`src/rtl/pwm_multi_ch.sv`:
```
// pwm_multi_ch
//   Multi-channel PWM generator. All channels share one period counter that
//   advances once per prescaler tick, counting either as a sawtooth
//   (edge-aligned) or as a triangle (center-aligned). Each channel compares the
//   counter against its own active duty value and applies a per-channel output
//   polarity. Duty values are double-buffered: a load goes into a shadow
//   register and only reaches the comparators at a period boundary, so a period
//   in progress is never cut short or stretched by a duty change.
//
// Parameters
//   WIDTH     duty/counter resolution in bits (MAX = 2**WIDTH-1)
//   CHANNELS  number of PWM outputs
//   PRESCALE  clk cycles per counter tick (>= 1)
//   CENTER    0 = edge-aligned sawtooth, 1 = center-aligned triangle
//
// Ports
//   clk           system clock, rising edge
//   rst           asynchronous reset, active-high
//   en            1 = run; 0 = hold counter at 0 and drive idle (polarity) levels
//   duty_in       duty for channel i at [i*WIDTH +: WIDTH]
//   duty_load     one-clk strobe capturing duty_in into the shadow registers
//   polarity      per-channel inversion (1 = active-low output)
//   pwm           registered PWM outputs
//   period_start  one-clk pulse marking the start of a new period
//   load_pending  shadow holds duty values not yet applied
module pwm_multi_ch #(
  parameter int unsigned WIDTH    = 4,
  parameter int unsigned CHANNELS = 4,
  parameter int unsigned PRESCALE = 1,
  parameter int unsigned CENTER   = 0
) (
  input  logic                      clk,
  input  logic                      rst,
  input  logic                      en,
  input  logic [CHANNELS*WIDTH-1:0] duty_in,
  input  logic                      duty_load,
  input  logic [CHANNELS-1:0]       polarity,
  output logic [CHANNELS-1:0]       pwm,
  output logic                      period_start,
  output logic                      load_pending
);

  // The prescaler register needs at least one bit even when PRESCALE is 1.
  localparam int unsigned PrescW = (PRESCALE > 1) ? $clog2(PRESCALE) : 1;
  localparam logic [PrescW-1:0] PrescLast = PrescW'(PRESCALE - 1);
  localparam logic [WIDTH-1:0]  CntMax    = {WIDTH{1'b1}};
  localparam logic [WIDTH-1:0]  CntZero   = '0;

  typedef enum logic {
    DirUp   = 1'b0,
    DirDown = 1'b1
  } dir_e;

  // State
  logic [PrescW-1:0]         r_presc;
  logic [WIDTH-1:0]          r_cnt;
  dir_e                      r_dir;
  logic [CHANNELS*WIDTH-1:0] r_shadow;
  logic [CHANNELS*WIDTH-1:0] r_active;
  logic                      r_pending;
  logic [CHANNELS-1:0]       r_pwm;
  logic                      r_period_start;

  // Next-state and combinational terms
  logic [PrescW-1:0]         w_presc_d;
  logic [WIDTH-1:0]          w_cnt_d;
  dir_e                      w_dir_d;
  logic [CHANNELS*WIDTH-1:0] w_shadow_d;
  logic [CHANNELS*WIDTH-1:0] w_active_d;
  logic                      w_pending_d;
  logic [CHANNELS-1:0]       w_pwm_d;
  logic [CHANNELS-1:0]       w_raw;
  logic                      w_tick;
  logic                      w_boundary;

  // ---------------------------------------------------------------------------
  // Tick and period boundary
  // ---------------------------------------------------------------------------
  always_comb begin
    w_tick     = en && (r_presc == PrescLast);
    w_boundary = 1'b0;
    if (CENTER != 0) begin
      // The triangle period ends on the tick that leaves the bottom endpoint
      // of the down slope.
      w_boundary = w_tick && (r_cnt == CntZero) && (r_dir == DirDown);
    end else begin
      w_boundary = w_tick && (r_cnt == CntMax);
    end
  end

  // ---------------------------------------------------------------------------
  // Prescaler, counter and direction
  // ---------------------------------------------------------------------------
  always_comb begin
    w_presc_d = r_presc;
    w_cnt_d   = r_cnt;
    w_dir_d   = r_dir;
    if (!en) begin
      // Disabled: park so that enabling always starts a fresh period.
      w_presc_d = '0;
      w_cnt_d   = '0;
      w_dir_d   = DirUp;
    end else if (w_tick) begin
      w_presc_d = '0;
      if (CENTER != 0) begin
        // Each endpoint is visited once per direction: the tick at an
        // endpoint only flips the direction and leaves the count alone.
        if (r_dir == DirUp) begin
          if (r_cnt == CntMax) begin
            w_dir_d = DirDown;
          end else begin
            w_cnt_d = r_cnt + WIDTH'(1);
          end
        end else begin
          if (r_cnt == CntZero) begin
            w_dir_d = DirUp;
          end else begin
            w_cnt_d = r_cnt - WIDTH'(1);
          end
        end
      end else begin
        // Natural wrap MAX -> 0.
        w_cnt_d = r_cnt + WIDTH'(1);
      end
    end else begin
      w_presc_d = r_presc + PrescW'(1);
    end
  end

  // ---------------------------------------------------------------------------
  // Duty double-buffering
  // ---------------------------------------------------------------------------
  always_comb begin
    w_shadow_d  = duty_load ? duty_in : r_shadow;
    w_active_d  = r_active;
    w_pending_d = r_pending;
    if (!en) begin
      // While idle the comparators simply follow the newest duty values.
      w_active_d  = duty_load ? duty_in : r_shadow;
      w_pending_d = 1'b0;
    end else begin
      if (duty_load) begin
        w_pending_d = 1'b1;
      end
      if (w_boundary) begin
        if (duty_load) begin
          // Load coinciding with the boundary bypasses the shadow.
          w_active_d  = duty_in;
          w_pending_d = 1'b0;
        end else if (r_pending) begin
          w_active_d  = r_shadow;
          w_pending_d = 1'b0;
        end
      end
    end
  end

  // ---------------------------------------------------------------------------
  // Compare and output polarity
  // ---------------------------------------------------------------------------
  always_comb begin
    w_raw = '0;
    for (int i = 0; i < int'(CHANNELS); i++) begin
      w_raw[i] = (r_cnt < r_active[i*WIDTH +: WIDTH]);
    end
    w_pwm_d = en ? (w_raw ^ polarity) : polarity;
  end

  // ---------------------------------------------------------------------------
  // State registers
  // ---------------------------------------------------------------------------
  always_ff @(posedge clk or posedge rst) begin
    if (rst) begin
      r_presc        <= '0;
      r_cnt          <= '0;
      r_dir          <= DirUp;
      r_shadow       <= '0;
      r_active       <= '0;
      r_pending      <= 1'b0;
      r_pwm          <= '0;
      r_period_start <= 1'b0;
    end else begin
      r_presc        <= w_presc_d;
      r_cnt          <= w_cnt_d;
      r_dir          <= w_dir_d;
      r_shadow       <= w_shadow_d;
      r_active       <= w_active_d;
      r_pending      <= w_pending_d;
      r_pwm          <= w_pwm_d;
      // w_boundary already requires en, so this stays low while disabled.
      r_period_start <= w_boundary;
    end
  end

  assign pwm          = r_pwm;
  assign period_start = r_period_start;
  assign load_pending = r_pending;

endmodule
```
`config.mk`:
```
export PLATFORM = sky130hd
export DESIGN_NAME = pwm_multi_ch
export DESIGN_NICKNAME = d
export VERILOG_FILES = /design/src/rtl/pwm_multi_ch.sv
export SDC_FILE = /design/constraint.sdc
export NUM_CORES = 1
export LEC_CHECK = 0
export ABC_CLOCK_PERIOD_IN_PS = 2170
export CORE_UTILIZATION = 53
export CTS_CLUSTER_SIZE = 14
export DETAILED_ROUTE_END_ITERATION = 8
export GPL_TIMING_DRIVEN = 0
export PLACE_DENSITY = 0.79
export SLEW_MARGIN = 10
export SYNTH_ARGS = -nofsm -noshare
export SYNTH_HDL_FRONTEND = slang
export SYNTH_SLANG_ARGS = --single-unit
```
`constraint.sdc`:
```
create_clock -name clk -period 2.17 [get_ports clk]
set_input_delay 0.434 -clock clk [delete_from_list [all_inputs] [get_ports clk]]
set_output_delay 0.434 -clock clk [all_outputs]
set_load 0.01 [all_outputs]
```
==> qor.yml <==
synth_cell_types: 23
finalSetupTns_ns: 0
cellInternalPower_mw: 1.32
fp.dieH_um: 63.7
grt_usage_pct: 20.9
ys_warn_count: 0
areaGrowthSynthToFinish_pct: 21.8
dieArea_um2: 4060
synth-seq-cells: 43
reg2reg_depth: 5
grt_max_degree: 26
ff2ff_setup_slack_ns: 0.24
ir_drop_mv: 0.417
htreeDepth: 2
yosysTopAreaCell: "dfrtp_1"
fp.coreArea_um2: 3660
crit_fanout: 10
p_seq_share_pct: 53.7
reg2reg_from: "r_cnt[0]$_DFFE_PP0P_"
vias: 1192
p_comb_share_pct: 18.7
holdWs_ns: 0.454
p_total_mw: 1.76
place_area_um2: 2380
totalWireLength_mm: 3.49
syn_inst: 147
clk_pin_slew_ns: 0.08
initial_core_util_pct: 55.1
drv_slew: 0
cts_max_path_buffers: 2
synth.area.top_cells: "dfrtp_1 53%, mux2_2 12%, ha_1 8.1%, mux2_4 7.4%, inv_1 3.3%"
setup_ws_ns: 0.235
tritoncts: "built"
powerDensity_nw_per_um2: 715
synth-seq-area-share_pct: 53.3
hold_viol: 0
post_drt_via_cell_ratio: 5.16
place.gp.congestion: 0.749
grt_first_pass_wirelength_mm: 6.26
leakage_nw: 1.16
finalSetupViolCount: 0
design_area_um2: 2460
io_buffers: 27
rsz0062_at_grt: "no"
fmax_ghz: 0.517
min-delay-path-class: "in2async"
num_io_pins: 30
antenna_found_initial: 0
cts_sinks: 43
post-route-min-period_ns: 1.93
min_period_over_period_pct: 89.2
n_antenna_cell: 0
hold_buffers: 0
cts-resized-gates: 0
p_sw_uw: 439
cts_inserted_buffers: 5
endpoint_kind: "flip-flop"
detail-route-antenna-nets: 0
place_ws_ns: 0.252
dp_hpwl_mm: 2.53
drc: 0
first_pass_iters: 3
worstPathRequired_ns: 2.35
cts_root_buf: "clkbuf_8"
synth.avg_cell_area_um2: 13.7
grt_pass1_vias: 1332
yosys.area.top_type_share_pct: 53.3
synth_area_um2: 2020
outcome: "finished clean"
fin_nets: 219
critical_path_class: "reg2reg"
insertion_delay_ns: 0.30
cap_violations: 0
drt_iter0_markers: 32
cp.arrival_ns: 2.12
post_cts_buffers: 0
clock_skew_ns: 0.00752
startpoint_type: "flip-flop"
wl_per_cell_um: 15.1
syn_nets: 184
grt_overflow_total: 0
switching_share_pct: 25.0
clockPowerShare_pct: 27.7
floorplan.rows: 22
drive_gt1_share_pct: 25.1
worst_r2r_endpoint: "r_active[6]$_DFFE_PP0P_"
die_x_um: 63.7
[synthesized netlist by cell type]
cell and count:
mux2_2 22, nor2_2 1, inv_1 18, ha_1 13
mux2i_1 1, conb_1 1, o2111ai_1 4, and2b_1 1
buf_6 1, nor3b_1 4, buf_12 1, nor2_1 6
mux2_4 10, nand4b_1 1, xnor2_1 5, nand2_1 5
xor2_1 2, nand4b_4 1, clkbuf_1 1, o211ai_1 4
dfrtp_1 43, o21ai_4 1, buf_2 1
[power groups by stage]
stage               Combinational, mW  Clock, mW  Sequential (mW)
finish                          0.328      0.486            0.942
global placement                0.307          0            0.952
global route                    0.364      0.530            0.954
detailed placement              0.328          0            0.957
CTS                             0.331      0.495            0.942
floorplan                       0.211          0            0.948
[flip-flops by register name (all words and copies together) (netlist names)]
signal / cells
pwm: 4
r_active: 16
r_presc: 1
r_shadow: 16
load_pending: 1
period_start: 1
r_cnt: 4
[per-stage QoR]
step / util, % / std cells
after global routing: 67.1 / 231
final: 67.1 / 231
after CTS: 67.1 / 231
after global placement: 64.1 / 222
after detailed placement: 64.9 / 223
after floorplan: - / 147
[critical path, stage by stage (launching register included)]
cell and delay [ns]:
dfrtp_1 0.55, ha_1 0.27, nand4b_4 0.14, o21ai_4 0.34, buf_12 0.20, mux2_4 0.31
[cell usage in the layout, fill, tap and decap left out]
| master | n |
|---|---|
| buf_12 | 1 |
| mux2i_1 | 1 |
| buf_16 | 1 |
| inv_1 | 17 |
| conb_1 | 1 |
| xnor2_1 | 5 |
| o211ai_1 | 4 |
| inv_2 | 1 |
| nand4b_1 | 1 |
| buf_2 | 1 |
| xor2_1 | 2 |
| clkdlybuf4s50_1 | 27 |
| ha_1 | 13 |
| and2b_1 | 1 |
| clkbuf_1 | 3 |
| nand2_1 | 5 |
| mux2_4 | 10 |
| nor2_2 | 1 |
| o21ai_4 | 1 |
| o2111ai_1 | 4 |
| clkinv_2 | 1 |
| nor3b_1 | 4 |
| buf_6 | 1 |
| nand4b_4 | 1 |
| nor2_1 | 6 |
| mux2_2 | 22 |
| clkbuf_8 | 5 |
| dfrtp_1 | 43 |
[cell type report]
type | instances | area, um^2
Buffer | 4 | 40.0
Clock buffer | 7 | 76.3
Clock inverter | 1 | 5.00
Fill cell | 258 | 1200
Inverter | 18 | 67.6
Multi-Input combinational cell | 82 | 835
Sequential cell | 43 | 1080
Tap cell | 48 | 60.1
Timing Repair Buffer | 28 | 298
[cell families after synthesis]
kind of cell             share of synthesized area (%)
buffers and inverters                             5.33
flip-flops                                        53.3
multiplexers                                      20.2
other                                            0.186
AND/OR/NAND/NOR                                   5.83
adder cells (fa/ha/maj)                           8.06
XOR/XNOR                                          3.04
AO/OA/AOI/OAI                                     4.03
[metal layers]
layer | global-route usage, % | vias up | routed length (um)
met2 | 34.3 | 24 | 1670
met4 | 9.38 | 0 | 36
met1 | 26.5 | 599 | 1640
met3 | 4.35 | 4 | 139
li1 | - | 565 | -
met5 | 0 | - | 0
[how the worst max path moves through the flow]
stage	startpoint	to	slack (ns)	cells past startpoint
2_1_floorplan	r_cnt[1]$_DFFE_PP0P_	r_active[0]$_DFFE_PP0P_	0.52	5
3_3_place_gp	rst	r_shadow[3]$_DFF_PP0_	-0.01	2
3_5_place_dp	r_cnt[0]$_DFFE_PP0P_	r_active[8]$_DFFE_PP0P_	0.25	5
4_1_cts	r_cnt[0]$_DFFE_PP0P_	r_active[9]$_DFFE_PP0P_	0.24	5
5_1_grt	r_cnt[0]$_DFFE_PP0P_	r_active[8]$_DFFE_PP0P_	0.14	5
6_report	r_cnt[0]$_DFFE_PP0P_	r_active[6]$_DFFE_PP0P_	0.24	5
Note: power is estimated with default switching activity, not from simulation.
